==> config.mk <==
export PLATFORM = sky130hd
export DESIGN_NAME = cache_lookup_ctrl
export DESIGN_NICKNAME = d
export VERILOG_FILES = /design/src/rtl/cache_ctrl_pkg.sv /design/src/rtl/sat_counter.sv /design/src/rtl/cache_lookup_ctrl.sv
export SDC_FILE = /design/constraint.sdc
export NUM_CORES = 1
export LEC_CHECK = 0
export CORE_UTILIZATION = 35
export DETAILED_ROUTE_END_ITERATION = 16
export HOLD_SLACK_MARGIN = 0.02
export PLACE_DENSITY = 0.82
export SLEW_MARGIN = 5
export SYNTH_ARGS = -nofsm -noshare
export SYNTH_HDL_FRONTEND = slang
export SYNTH_HIERARCHICAL = 1
export SYNTH_SLANG_ARGS = --single-unit
==> constraint.sdc <==
create_clock -name clk -period 1.35 [get_ports clk]
set_input_delay 0.2025 -clock clk [delete_from_list [all_inputs] [get_ports clk]]
set_output_delay 0.2025 -clock clk [all_outputs]
set_load 0.02 [all_outputs]
==> src/rtl/cache_ctrl_pkg.sv <==
// cache_ctrl_pkg: shared widths and FSM state encoding for cache_lookup_ctrl.
// No ports; imported by cache_lookup_ctrl and sat_counter.
package cache_ctrl_pkg;

  localparam int KEY_W_DEF = 8;
  localparam int VAL_W_DEF = 8;

  typedef enum logic [2:0] {
    IDLE   = 3'd0,
    LOOKUP = 3'd1,
    CHECK  = 3'd2,
    MEM    = 3'd3,
    FILL   = 3'd4,
    RESP   = 3'd5
  } state_t;

endpackage

==> src/rtl/sat_counter.sv <==
// sat_counter: W-bit up counter that sticks at all-ones, sync active-high reset.
// Ports: clk, reset, inc (count enable), count (current value).
module sat_counter
  import cache_ctrl_pkg::*;
#(
  parameter int W = 16
) (
  input  logic         clk,
  input  logic         reset,
  input  logic         inc,
  output logic [W-1:0] count
);

  logic [W-1:0] r_count;

  always_ff @(posedge clk) begin
    if (reset) begin
      r_count <= '0;
    end else if (inc && !(&r_count)) begin
      r_count <= r_count + 1'b1;
    end
  end

  assign count = r_count;

endmodule

==> src/rtl/cache_lookup_ctrl.sv <==
// cache_lookup_ctrl: one-at-a-time lookup front end for an 8-entry key/value
// cache; hits return the cached value, misses fetch from a backing store
// (mem_req/mem_ack), fill the cache via update, then respond.
// Ports: req_* request in, resp_* response out, find/key/match_found/value
// cache lookup, update* cache insert, mem_* backing store, hit_cnt/miss_cnt
// statistics (live only when CACHE_LOOKUP_STATS_EN is defined, else 0).
module cache_lookup_ctrl
  import cache_ctrl_pkg::*;
#(
  parameter int KEY_W = KEY_W_DEF,
  parameter int VAL_W = VAL_W_DEF,
  parameter int CNT_W = 16
) (
  input  logic             clk,
  input  logic             reset,
  input  logic             req_valid,
  output logic             req_ready,
  input  logic [KEY_W-1:0] req_key,
  output logic             resp_valid,
  input  logic             resp_ready,
  output logic [VAL_W-1:0] resp_value,
  output logic             resp_hit,
  output logic             find,
  output logic [KEY_W-1:0] key,
  input  logic             match_found,
  input  logic [VAL_W-1:0] value,
  output logic             update,
  output logic [KEY_W-1:0] update_key,
  output logic [VAL_W-1:0] update_value,
  output logic             mem_req,
  output logic [KEY_W-1:0] mem_addr,
  input  logic             mem_ack,
  input  logic [VAL_W-1:0] mem_rdata,
  output logic [CNT_W-1:0] hit_cnt,
  output logic [CNT_W-1:0] miss_cnt
);

  state_t           r_state;
  state_t           w_next;
  logic [KEY_W-1:0] r_key;
  logic [VAL_W-1:0] r_val;
  logic             r_hit;

  always_ff @(posedge clk) begin
    if (reset) begin
      r_state <= IDLE;
    end else begin
      r_state <= w_next;
    end
  end

  // r_val carries either the cache hit data or the refill data.
  always_ff @(posedge clk) begin
    if (reset) begin
      r_key <= '0;
      r_val <= '0;
      r_hit <= 1'b0;
    end else begin
      case (r_state)
        IDLE: begin
          if (req_valid) r_key <= req_key;
        end
        CHECK: begin
          if (match_found) begin
            r_val <= value;
            r_hit <= 1'b1;
          end
        end
        MEM: begin
          if (mem_ack) r_val <= mem_rdata;
        end
        FILL: begin
          r_hit <= 1'b0;
        end
        default: ;
      endcase
    end
  end

  // Data outputs are gated by state so nothing stale leaks onto idle buses.
  always_comb begin
    w_next       = r_state;
    req_ready    = 1'b0;
    resp_valid   = 1'b0;
    resp_value   = '0;
    resp_hit     = 1'b0;
    find         = 1'b0;
    key          = '0;
    update       = 1'b0;
    update_key   = '0;
    update_value = '0;
    mem_req      = 1'b0;
    mem_addr     = '0;
    case (r_state)
      IDLE: begin
        req_ready = 1'b1;
        if (req_valid) w_next = LOOKUP;
      end
      LOOKUP: begin
        find   = 1'b1;
        key    = r_key;
        w_next = CHECK;
      end
      CHECK: begin
        w_next = match_found ? RESP : MEM;
      end
      MEM: begin
        mem_req  = 1'b1;
        mem_addr = r_key;
        if (mem_ack) w_next = FILL;
      end
      FILL: begin
        update       = 1'b1;
        update_key   = r_key;
        update_value = r_val;
        w_next       = RESP;
      end
      RESP: begin
        resp_valid = 1'b1;
        resp_value = r_val;
        resp_hit   = r_hit;
        if (resp_ready) w_next = IDLE;
      end
      default: begin
        w_next = IDLE;
      end
    endcase
  end

`ifdef CACHE_LOOKUP_STATS_EN
  logic w_hit_inc;
  logic w_miss_inc;

  assign w_hit_inc  = (r_state == CHECK) && match_found;
  assign w_miss_inc = (r_state == CHECK) && !match_found;

  sat_counter #(.W(CNT_W)) u_hit_cnt (
    .clk   (clk),
    .reset (reset),
    .inc   (w_hit_inc),
    .count (hit_cnt)
  );

  sat_counter #(.W(CNT_W)) u_miss_cnt (
    .clk   (clk),
    .reset (reset),
    .inc   (w_miss_inc),
    .count (miss_cnt)
  );
`else
  assign hit_cnt  = '0;
  assign miss_cnt = '0;
`endif

endmodule

Yosys cells after proc, flatten, opt, wreduce, memory -nomap -nowiden
Index checks and enable logic that the tools add are counted.
{"block": "totals", "regBits": 20, "in_bits": 30, "output_inout_bits": 78, "wordCells": 41}
{"block": "classes", "n_eq_ne": 9, "muxes": 21, "n_reduce_logical": 7}
{"cell": "$mux 8", "count": 7}
{"cell": "$pmux 3 s6", "count": 1}
{"cell": "$pmux 8 s2", "count": 1}
{"cell": "$mux 3", "count": 4}
{"cell": "$ne 2x2->1 const B", "count": 4}
{"cell": "$mux 1", "count": 7}
{"cell": "$eq 3x2->1 const B", "count": 2}
{"cell": "$eq 3x3->1 const B", "count": 2}
{"cell": "$reduce_and 3->1", "count": 2}
{"cell": "$reduce_and 2->1", "count": 2}
{"cell": "$reduce_bool 2->1", "count": 2}
{"cell": "$eq 3x1->1 const B", "count": 1}
{"cell": "$logic_not 3->1", "count": 1}
{"cell": "$pmux 1 s2", "count": 1}

Longest topological paths before layout
{"block": "logic_depth", "depth_word": 3, "depth_mapped": 5, "ltp_nobuf": 3}

Worst setup path after synthesis
OpenSTA, ideal clock, no wires.
{"block": "synth_timing", "path_type": "register to output", "startpoint": "reg r_state[2]", "endpoint": "out key[0]", "arrival_time_ns": 1.265, "t_required_ns": 1.148, "setup_slack_ns": -0.118, "path_stages_with_launch": 4, "path_buffers": 1, "cell_sequence": "dfxtp_1 > buf_4 > nor3b_2 > and2_1"}
{"block": "synth_between", "elab_chain_cells": 2}
{"item": "from (decl)", "line": "cache_lookup_ctrl.sv:38", "rtl": "state_t r_state;"}
{"item": "from (signal assigned)", "line": "cache_lookup_ctrl.sv:48", "rtl": "r_state <= w_next;"}
{"item": "$eq 3x1->1", "line": "cache_lookup_ctrl.sv:94", "rtl": "case (r_state)"}
{"item": "$mux 8", "line": "cache_lookup_ctrl.sv:94"}
{"item": "to (decl)", "line": "cache_lookup_ctrl.sv:24", "rtl": "output logic [KEY_W-1:0] key,"}
Every way passes these cells.

Worst setup path in the final report
{"block": "layout_timing", "startpoint": "reg r_state[1]", "endpoint": "out update_value[2]"}
{"block": "layout_between", "elab_chain_cells": 2}
{"item": "$eq 3x3->1", "line": "cache_lookup_ctrl.sv:94"}
{"item": "$mux 8", "line": "cache_lookup_ctrl.sv:94"}
{"item": "to (decl)", "line": "cache_lookup_ctrl.sv:29", "rtl": "output logic [VAL_W-1:0] update_value,"}
Every way passes these cells.

==> qor.yml <==
status: "finished, violations left"
violations: "setup timing"
core_area_um2: 4086
fp.dieH_um: 67.80
initial_utilization: 0.3708
yosys.area.top_type: "dfxtp_1"
cap_violations: 0
gp_congestion: 0.7344
track_usage: 0.2007
hold_viol_final: 0
worst_setup_path_start_kind: "flop"
worstSkewPairLatency_ns: 0.27
period_minus_slack_ns: 1.622
drtAntennaViolNets: 0
viasPerCell: 4.859
synth_top_area_share: 0.2642
internal_power_mw: 1.308
crit_type: "reg2out"
fillers: 278
cp.required_ns: 1.15
mostFrequentLayoutCells: "buf_6, and2_4, conb_1, clkdlybuf4s50_1, buf_4"
cts_tree: "done"
end_kind: "output pin"
p_clk_frac: 0.244
antenna_found_initial: 0
setup_ws_ns: -0.2717
first_iter_violations: 87
first_global_vias: 1426
final_net_count: 328
boundaryPins: 108
ir_worst_vdd_uv: 410.1
cts-root-buf: "clkbuf_8"
drc: 0
diodes: 0
grt_start_max_net_pins: 21
drt_pass1_iterations: 4
io_buffers: 75
drive_gt1_frac: 0.5758
wirelength_mm: 5.537
finalSetupViolCount: 65
seq_area_frac_synth: 0.2642
arrival_ns: 1.42
avgSynthCellArea_um2: 7.851
dp_cells: 325
fin_skew_ns: 0.009346
hpwl_mm: 3.010
combPwrFrac: 0.411
area_growth_pct: 92.73
timing.fmax_mhz: 616.6
setup_tns_ns: -12.10
ys_types: 27
grt_pass1_wl_mm: 6.824
dieWidth_um: 67.80
ys_warn_count: 6
cp_max_fo: 5
cts.htree.levels: 1
leakagePower_nw: 1.275
slew_viol_final: 0
clk_path_buf_depth: 2
min_period_over_period: 1.201
power_switching_mw: 0.7011
fp.dieArea_um2: 4596
yosys-top-cells-area: "dfxtp_1, buf_4, and2_1"
grt.overflow.total: 0
clkSinkCount: 20
final_common_cell: "buf_6"
p_seq_frac: 0.345
ys_seq_elements: 20
clk_pin_slew_ns: 0.09
instances_no_fill: 347
netlist_instances: 193
netlist_area_um2: 1515
min_path_type: "in2reg"
grt_setup_unrepaired: "true"
cts_buffers: 3
p_sw_frac: 0.3490
powerDensity_nw_per_um2: 687.8
fin_util: 0.7146
routedWlPerCell_um: 15.96
vias: 1686
fp-row-count: 23
Yosys cell counts (all sizes together):
master and n:
clkbuf 5, nor4b 1, nand2b 1, and3b 2, a211oi 9, buf 41, nor3 2, nor2b 2
conb 1, and2 34, o22ai 1, dfxtp 20, o21bai 1, mux2 1, a21oi 22, o21ai 10
nand3b 8, nor3b 3, or3 1, nand2 19, and3 8, or4b 1
timing repair:
action,in CTS,in global routing
gates resized for setup,303,83
cloned,1,1
endpoints found under the setup margin,63,65
pin swaps,10,17
hold buffers,0,0
setup buffers,9,8
path summary, 6_finish.rpt:
path	slack [ns]	cells after the start	from	endpoint
setup / recovery	-0.27	5	r_state[1]	update_value[2]
setup reg to reg	-0.24	5	r_state[2]	r_key[2]
hold / removal	0.49	3	req_key[4]	r_key[4]
hold reg to reg	0.52	2	r_key[5]	r_key[5]
area by class of cell:
cell class,instances,area (um^2),area share
Clock buffer,4,55.05,0.01885
Multi-Input combinational cell,158,1152,0.3946
Sequential cell,20,411.6,0.1410
Tap cell,50,62.56,0.02142
Timing Repair Buffer,115,1239,0.4242
worst max-delay path, cell delays in order, from the launching register on:
cell and delay, ns:
dfxtp_4 0.38, nor3b_4 0.25, buf_6 0.14, buf_6 0.11, and2_4 0.15, buf_6 0.11
state kept, by name (all words and copies together) (netlist names):
signal   count
r_state      3
r_hit        1
r_val        8
r_key        8
power by group through the flow:
stage                     clock network, mW  logic [mW]  registers, mW
after floorplan                           0       0.413          0.675
after global placement                    0       0.546          0.684
after detailed placement                  0       0.559          0.686
after CTS                             0.465       0.666          0.680
after global routing                  0.524       0.869          0.698
final                                 0.490       0.826          0.693
metrics by stage:
stage	power [mW]	hold WS, ns	instance area, um^2	worst slack [ns]
final	2.009	0.4860	2920	-0.2717
after global routing	2.091	0.5042	2920	-0.3339
after global placement	1.230	0.4657	2300	-0.4031
after detailed placement	1.246	0.4772	2300	-0.4625
after CTS	1.811	0.4899	2572	-0.2013
after floorplan	1.087	0.3385	1634	-0.1177
kinds of logic after synthesis:
group	share of synthesized area
flip-flops	0.2642
AO/OA/AOI/OAI	0.1693
multiplexers	0.009906
AND/OR/NAND/NOR	0.3386
other	0.002475
buffers and inverters	0.2155
layer usage:
layer	wire (um)	vias up	track usage
met2	2891	72	0.3540
met1	2235	805	0.2371
li1	-	796	-
met3	252	13	0.02365
met4	158	0	0.09896
met5	0	-	0
Note: power is estimated with default switching activity, not from simulation.
